<file path="config.mk">
export PLATFORM = sky130hd
export DESIGN_NAME = ccw_chain_sequencer
export DESIGN_NICKNAME = d
export VERILOG_FILES = /design/src/rtl/ccw_chain_sequencer.sv
export SDC_FILE = /design/constraint.sdc
export NUM_CORES = 1
export LEC_CHECK = 0
export CAP_MARGIN = 20
export CORE_ASPECT_RATIO = 0.8
export CORE_MARGIN = 4
export CORE_UTILIZATION = 51
export CTS_BUF_LIST = sky130_fd_sc_hd__clkbuf_2 sky130_fd_sc_hd__clkbuf_4 sky130_fd_sc_hd__clkbuf_8
export DETAILED_ROUTE_END_ITERATION = 12
export PLACE_DENSITY = 0.82
export SYNTH_ARGS = -nofsm -noshare
export SYNTH_HDL_FRONTEND = slang
export SYNTH_SLANG_ARGS = --single-unit
</file>
<file path="constraint.sdc">
create_clock -name clk -period 12.5 [get_ports clk]
set_clock_uncertainty 0.05 [all_clocks]
set_input_delay 3.125 -clock clk [delete_from_list [all_inputs] [get_ports clk]]
set_output_delay 3.125 -clock clk [all_outputs]
set_load 0.01 [all_outputs]
</file>
<file path="src/rtl/ccw_chain_sequencer.sv">
// ccw_chain_sequencer
//   Channel-program controller. Fetches 64-bit CCWs over an AXI4-Lite-style
//   read master, hands each one to the channel engine, and follows command
//   chaining, TIC and status-modifier skip. It ends with a CSW-style result.
// Ports:
//   clk, reset            clock, async active-high reset
//   start/stop/caw_addr   program control (start pulse, stop level, first CCW)
//   busy/done/result      program status; done pulses once with result valid
//   csw_*                 last CCW address + 8, last device status, residual
//   m_axi_ar*/m_axi_r*    CCW fetch read channel
//   ch_*                  channel engine command/handshake/status
module ccw_chain_sequencer #(
  parameter int START_TIMEOUT = 1024,  // must be >= 2
  parameter int MAX_CHAIN     = 255
) (
  input  logic        clk,
  input  logic        reset,
  input  logic        start,
  input  logic        stop,
  input  logic [31:0] caw_addr,
  output logic        busy,
  output logic        done,
  output logic [2:0]  result,
  output logic [31:0] csw_ccw_addr,
  output logic [7:0]  csw_status,
  output logic [15:0] csw_count,
  output logic [31:0] m_axi_araddr,
  output logic        m_axi_arvalid,
  input  logic        m_axi_arready,
  input  logic [63:0] m_axi_rdata,
  input  logic [1:0]  m_axi_rresp,
  input  logic        m_axi_rvalid,
  output logic        m_axi_rready,
  output logic [7:0]  ch_command,
  output logic [15:0] ch_count,
  output logic [31:0] ch_data_addr,
  output logic        ch_start,
  output logic        ch_stop,
  input  logic        ch_active,
  input  logic [7:0]  ch_status_tdata,
  input  logic        ch_status_tvalid,
  input  logic [15:0] ch_residual
);

  typedef enum logic [3:0] {
    IDLE, FETCH_AR, FETCH_R, DECODE, START, WAIT_ACTIVE, RUN, STOPPING, FINISH
  } state_t;

  localparam logic [2:0] RES_OK   = 3'd0;
  localparam logic [2:0] RES_UNIT = 3'd1;
  localparam logic [2:0] RES_PROG = 3'd2;
  localparam logic [2:0] RES_AXI  = 3'd3;
  localparam logic [2:0] RES_TMO  = 3'd4;
  localparam logic [2:0] RES_STOP = 3'd5;

  // The counter is cleared in START and counts WAIT_ACTIVE cycles from 0, so
  // leaving at START_TIMEOUT-2 places the done pulse START_TIMEOUT cycles
  // after the ch_start pulse.
  localparam logic [31:0] TMO_LAST = 32'(START_TIMEOUT - 2);

  state_t      state, state_n;
  logic [31:0] ptr, tmo_cnt;
  logic [7:0]  chain_cnt, ccw_cmd;
  logic [23:0] ccw_daddr;
  logic [15:0] ccw_cnt;
  logic        ccw_cd, ccw_cc, tic_flag, stop_pend;
  logic [2:0]  res_n;
  logic [7:0]  eff_status;
  logic        status_bad, is_tic, fetch_stop;
  logic        unused_bits;

  // A status byte arriving in the same cycle as the channel going idle still
  // counts for the completion decision.
  assign eff_status = ch_status_tvalid ? ch_status_tdata : csw_status;
  assign status_bad = eff_status[1] | eff_status[0] | ~(eff_status[3] & eff_status[2]);
  assign is_tic     = (ccw_cmd[3:0] == 4'h8);
  assign fetch_stop = stop | stop_pend;
  assign unused_bits = ^{m_axi_rdata[29:16], eff_status[7], eff_status[5:4]};

  assign busy          = (state != IDLE) && (state != FINISH);
  assign done          = (state == FINISH);
  assign m_axi_araddr  = ptr;
  assign m_axi_arvalid = (state == FETCH_AR);
  assign m_axi_rready  = (state == FETCH_R);
  assign ch_start      = (state == START);

  always_ff @(posedge clk or posedge reset) begin
    if (reset) state <= IDLE;
    else       state <= state_n;
  end

  always_comb begin
    state_n = state;
    res_n   = result;
    ch_stop = 1'b0;
    case (state)
      IDLE: if (start) begin
        if (caw_addr[2:0] != 3'd0) begin
          state_n = FINISH;
          res_n   = RES_PROG;
        end else begin
          state_n = FETCH_AR;
        end
      end
      FETCH_AR: if (m_axi_arready) state_n = FETCH_R;
      FETCH_R: if (m_axi_rvalid) begin
        state_n = FINISH;
        if (fetch_stop)                res_n = RES_STOP;
        else if (m_axi_rresp != 2'b00) res_n = RES_AXI;
        else                           state_n = DECODE;
      end
      DECODE: begin
        if (is_tic) begin
          if (tic_flag || ccw_daddr[2:0] != 3'd0) begin
            state_n = FINISH;
            res_n   = RES_PROG;
          end else begin
            state_n = FETCH_AR;
          end
        end else if (ccw_cd || ccw_cnt == 16'd0 || chain_cnt == 8'(MAX_CHAIN)) begin
          state_n = FINISH;
          res_n   = RES_PROG;
        end else begin
          state_n = START;
        end
      end
      START: begin
        if (stop) begin
          ch_stop = 1'b1;
          state_n = STOPPING;
        end else begin
          state_n = WAIT_ACTIVE;
        end
      end
      WAIT_ACTIVE: begin
        if (stop) begin
          ch_stop = 1'b1;
          state_n = STOPPING;
        end else if (ch_active) begin
          state_n = RUN;
        end else if (ch_status_tvalid && ch_status_tdata[1]) begin
          state_n = FINISH;
          res_n   = RES_UNIT;
        end else if (tmo_cnt == TMO_LAST) begin
          state_n = FINISH;
          res_n   = RES_TMO;
        end
      end
      RUN: begin
        // stop beats a chain decision taken in the same cycle
        if (stop) begin
          ch_stop = 1'b1;
          state_n = STOPPING;
        end else if (!ch_active) begin
          if (status_bad) begin
            state_n = FINISH;
            res_n   = RES_UNIT;
          end else if (!ccw_cc) begin
            state_n = FINISH;
            res_n   = RES_OK;
          end else begin
            state_n = FETCH_AR;
          end
        end
      end
      STOPPING: if (!ch_active) begin
        state_n = FINISH;
        res_n   = RES_STOP;
      end
      FINISH:  state_n = IDLE;
      default: state_n = IDLE;
    endcase
  end

  always_ff @(posedge clk or posedge reset) begin
    if (reset) begin
      ptr          <= '0;
      tmo_cnt      <= '0;
      chain_cnt    <= '0;
      tic_flag     <= 1'b0;
      stop_pend    <= 1'b0;
      ccw_cmd      <= '0;
      ccw_daddr    <= '0;
      ccw_cnt      <= '0;
      ccw_cd       <= 1'b0;
      ccw_cc       <= 1'b0;
      result       <= '0;
      csw_ccw_addr <= '0;
      csw_status   <= '0;
      csw_count    <= '0;
      ch_command   <= '0;
      ch_count     <= '0;
      ch_data_addr <= '0;
    end else begin
      if (state_n == FINISH) result <= res_n;

      // status wins over the START clear when both land together
      if (ch_status_tvalid)    csw_status <= ch_status_tdata;
      else if (state == START) csw_status <= '0;

      case (state)
        IDLE: if (start) begin
          ptr       <= caw_addr;
          chain_cnt <= '0;
          tic_flag  <= 1'b0;
          stop_pend <= 1'b0;
        end
        FETCH_AR: if (stop) stop_pend <= 1'b1;
        FETCH_R: begin
          if (stop) stop_pend <= 1'b1;
          // a beat that completes after a stop is drained but not used
          if (m_axi_rvalid && !fetch_stop) begin
            ccw_cmd      <= m_axi_rdata[63:56];
            ccw_daddr    <= m_axi_rdata[55:32];
            ccw_cd       <= m_axi_rdata[31];
            ccw_cc       <= m_axi_rdata[30];
            ccw_cnt      <= m_axi_rdata[15:0];
            csw_ccw_addr <= ptr + 32'd8;
          end
        end
        DECODE: begin
          if (state_n == FETCH_AR) begin
            ptr      <= {8'h00, ccw_daddr};
            tic_flag <= 1'b1;
          end
          if (state_n == START) begin
            ch_command   <= ccw_cmd;
            ch_count     <= ccw_cnt;
            ch_data_addr <= {8'h00, ccw_daddr};
            chain_cnt    <= chain_cnt + 8'd1;
            tic_flag     <= 1'b0;
          end
        end
        START:       tmo_cnt <= '0;
        WAIT_ACTIVE: tmo_cnt <= tmo_cnt + 32'd1;
        RUN: if (!ch_active) begin
          csw_count <= ch_residual;
          // status modifier skips the next CCW
          if (state_n == FETCH_AR) ptr <= ptr + (eff_status[6] ? 32'd16 : 32'd8);
        end
        STOPPING: if (!ch_active) csw_count <= ch_residual;
        default: ;
      endcase
    end
  end

endmodule

</file>
# --- After elaboration in Yosys (flattened, before gate mapping) ---
# Cells that the tools add are included.
word_totals:
  ff_bits: 235
  out_inout_bits: 153
  wordCells: 150
classes:
  add_sub_neg: 4
  n_eq_ne: 33
  muxes: 59
  bitwise: 6
  n_reduce_logical: 30
op_table:
  columns: ["op", "count"]
  rows:
  - ["$mux 32", 4]
  - ["$pmux 32 s3", 1]
  - ["$mux 4", 18]
  - ["$pmux 32 s2", 1]
  - ["$mux 3", 17]
  - ["$add 32x1->32 const B", 1]
  - ["$add 32x4->32 const B", 1]
  - ["$add 32x5->32", 1]
  - ["$eq 32x10->1 const B", 1]
  - ["$mux 8", 4]
  - ["$pmux 4 s8", 1]
  - ["$ne 2x2->1 const B", 11]
  - ["$eq 4x3->1 const B", 5]
  - ["$pmux 3 s6", 1]
  - ["$logic_not 16->1", 1]
  - ["$pmux 8 s2", 1]
  - ["$ne 3x3->1 const B", 5]
  - ["$reduce_and 15->1", 1]
  - ["$eq 4x4->1 const B", 3]
  - ["$reduce_bool 2->1", 5]
  - ["$reduce_and 3->1", 3]
  - ["$reduce_bool 3->1", 3]
  - ["$add 8x1->8 const B", 1]
  - ["$eq 4x1->1 const B", 2]
  - ["23 further kinds", 40]

# --- Logic depth before layout (Yosys ltp) ---
logic_depth:
  ltp_word: 12
  mapped_depth: 13
  mapped_depth_nobuf: 12

# --- Least setup slack after synthesis ---
# No wires, ideal clock.
synth_path:
  path_kind: "input to output"
  from: "in stop"
  to: "out ch_stop"
  t_arrival_ns: 3.471
  required_time_ns: 9.325
  path_slack_ns: 5.854
  cell_stages: 3
  path_buffers: 1
  path_cell_list: "buf_2 > nand3_1 > inv_1"
synth_between:
  elab_chain_cells: 2
synth_lines:
  columns: ["item", "line", "text"]
  rows:
  - ["from (decl)", "19", "input logic stop,"]
  - ["$mux 1", "128, 136, 151", null]
  - ["$mux 1", null, null]
  - ["to (decl)", "38", "output logic ch_stop,"]
# No other way between the ends.

# --- Final worst setup path ---
# Ends and elaborated chain as after synthesis.

==> results.md <==
- Status: finished, final reports clean
- Fin. Hold Viols: 0
- Post-synth top area cell: dfrtp_1
- Yosys warns: 0
- Max Fclk: roughly 130 MHz
- TNS Setup: 0 ns
- Clk_lat worst skew: between 0.5 and 0.6 ns
- Post-Place Cells: 1579
- Critical Path RT: between 9 and 10 ns
- Startpoint types: primary input
- Seq cells post-synth: approximately 240
- Max Slew Vio Count: 0
- Crit end category: output port
- TritonCTS Buffers: 39
- CTS root buf: clkbuf_8
- CP Max Fanout: 10
- DR vias/cell: approximately 5.8
- Global-route wire length before repair: ~53000 microns
- Post-Layout Cell Count: around 1700
- Sequential share of the synthesized area: 52.0%
- Critical R2R Capture: m_axi_araddr[15]$_DFFE_PP0P_
- Fin crit share: a little over three fifths
- Total Wirelength: between 30000 and 40000 microns
- Worst hold endpoint: csw_ccw_addr[30]$_DFFE_PP0P_
- Max-cap violation count: 0
- Resize count post-CTS: 0
- HP Start: csw_ccw_addr[30]$_DFFE_PP0P_
- Die Height: about 140 microns
- Tightest Pin Transition: approximately 1.1 ns
- Pwr dens: between 200 and 250 mW/mm^2
- Post-DP HPWL: between 20000 and 25000 microns
- Worst reg-to-reg path cell count: 7
- Total grt overflow: 0
- Ys flop type: dfrtp_1
- Fill count: roughly 1600
- Pre-antenna DRT Iters: 8
- FP Rows: 48
- EDFF count, synth: 0
- Critical Path AT: about 4.7 ns
- Crit Path Class: in2out
- Area of the mapped netlist: ~0.011 sq mm
- R2r startpoint: state[2]$_DFF_PP0_
- GRT Total Usage: 26.7%
- Pin count of the biggest net entering global routing: approximately 160
- Min Tclk post-route: between 7 and 8 ns
- H-tree levels: 2
- RSZ-0062 raised after global routing: false
- Die area: 0.0246 sq mm
- Routability congestion estimate from global placement: 0.977
- Starting utilization of the core area: between 50% and 60%
- Routed len/inst: about 20 microns
- Slew HR: between 20% and 30%
- Leak Pwr: between 6 and 7 nW
- CTS Buffer Depth: 3
- Setup violations, final: 0
- Distinct cells, synth: 76
- Port bufs: 260
- Initial DRC Count: a little over 900
- # DRC: 0
- Main area contributors after synthesis: dfrtp_1 52%, mux2_2 12%, nand2_1 4.0%
- Die width: roughly 170 microns
- Worst vdd ir: roughly 0.16 mV
- Hold/Removal Path Class: reg2reg
- Mapped Cells: ~1100
- Internal reg-to-reg setup slack: 8.70 ns
- Core area: around 0.022 sq mm
- CTS Hold Buffers Added: 0
- Hold depth: 2
- Post-layout net count: about 1500
- Antenna Violating Nets Remaining: 0
- # clock sinks: around 240
- CTS tree: yes
- Async SR Flop Fraction: 100%
- Initial antenna violation count: 2
- Share of cells above drive strength 1: around 16%
- CTS clk-pin slew, worst paths: 0.06 ns
- Syn avg cell area: 10.6 sq um
- Vias: around 9600
- Vias in the first global route: about 9500
- IO Pins: 283
- Post-CTS Setup Bufs: 0
- Synth top area share: between 50% and 60%
- P&R area growth vs syn: 33.1%
## placed cells by master, fill, tap and decap left out, types with 24 or more instances in the layout
cell             instances
clkdlybuf4s50_1        260
dfrtp_1                235
mux2_2                 120
nand2_1                119
o21ai_0                 88
nor2_1                  64
clkbuf_8                54
nand3_1                 46
a21oi_1                 28
xor2_1                  25
nor3_1                  24
## how the worst max path moves through the flow
stage | start | end | slack (ns)
floorplan | reset | ccw_cc$_DFFE_PP0P_ | 2.88
detailed placement | stop | ch_stop | 4.65
CTS | stop | ch_stop | 4.64
global route | stop | ch_stop | 4.51
finish | stop | ch_stop | 4.61
global placement | stop | ch_stop | 4.66
## layout make-up
cell class / count / area, sq um / area share (%)
clock inverter: 11 / 86.3 / 0.574
tap: 300 / 375 / 2.50
multi-input combinational: 755 / 5110 / 34.0
timing repair buffer: 271 / 2710 / 18.0
clock buffer: 61 / 796 / 5.29
antenna: 1 / 2.50 / 0.0166
inverter: 20 / 82.6 / 0.549
sequential: 235 / 5880 / 39.1
## kinds of logic (layout without fill, tap and decap cells)
| group | Yosys count | count (layout) | synth area share [%] |
|---|---|---|---|
| compound gates | 202 | 202 | 11.6 |
| simple gates | 372 | 372 | 16.5 |
| xor+xnor | 43 | 43 | 3.33 |
| flops | 235 | 235 | 52.0 |
| other cells | 1 | 9 | 0.0332 |
| buf+inv | 87 | 363 | 3.42 |
| fa+ha+maj | 8 | 8 | 0.930 |
| mux | 122 | 122 | 12.1 |
## flip-flops by register name, indices dropped and copies added (netlist names), 16 cells and up
| signal | flops |
|---|---|
| csw_ccw_addr | 32 |
| m_axi_araddr | 32 |
| tmo_cnt | 32 |
| ccw_daddr | 24 |
| ch_data_addr | 24 |
| ccw_cnt | 16 |
| ch_count | 16 |
| csw_count | 16 |
## synth_stat cells, drive strengths merged, types with 3 or more instances
library cell	count
o22ai	8
nor4b	3
inv	19
and3	23
nand4	18
nand2b	9
or2	3
o21ai	88
nand3	47
and4	5
dfrtp	235
nor4	14
a22oi	8
a22o	3
a21oi	28
a32o	6
o2bb2ai	7
and2	8
ha	6
mux2	120
xnor2	18
nor3b	5
nor2	66
nor3	27
a222oi	5
o2111ai	4
nand2	119
a221oi	8
nor2b	7
buf	23
xor2	25
or3	6
a31oi	10
clkbuf	44
o31ai	8
## per-stage QoR
| stage | util [%] | area, sq um | setup slack, ns | power (mW) | hold WS, ns |
|---|---|---|---|---|---|
| after global routing | 69.4 | 15000 | 4.51 | 3.31 | 0.464 |
| after floorplan | - | 11300 | 2.88 | 1.76 | 0.395 |
| final | 69.4 | 15000 | 4.61 | 3.14 | 0.428 |
| after CTS | 69.2 | 15000 | 4.64 | 3.15 | 0.435 |
| after detailed placement | 65.1 | 14100 | 4.65 | 2.38 | 0.420 |
| after global placement | 65.1 | 14100 | 4.66 | 2.35 | 0.412 |
## report_power, final
part | internal [mW] | switching, mW
clock | 0.428 | 0.316
combinational | 0.610 | 0.458
sequential | 1.03 | 0.292
## critical path, cell delays in order
cell	delay, ns
clkdlybuf4s50_1	0.74
nand3_1	0.17
inv_1	0.13
clkdlybuf4s50_1	0.54
## metal layers
metal	track usage (%)	routed length [microns]	up-vias
li1	-	-	4372
met1	37.7	14200	4639
met2	38.3	14200	496
met3	10.1	3950	73
met4	8.70	1000	2
met5	0	13	-
Note: power is estimated with default switching activity, not from simulation.
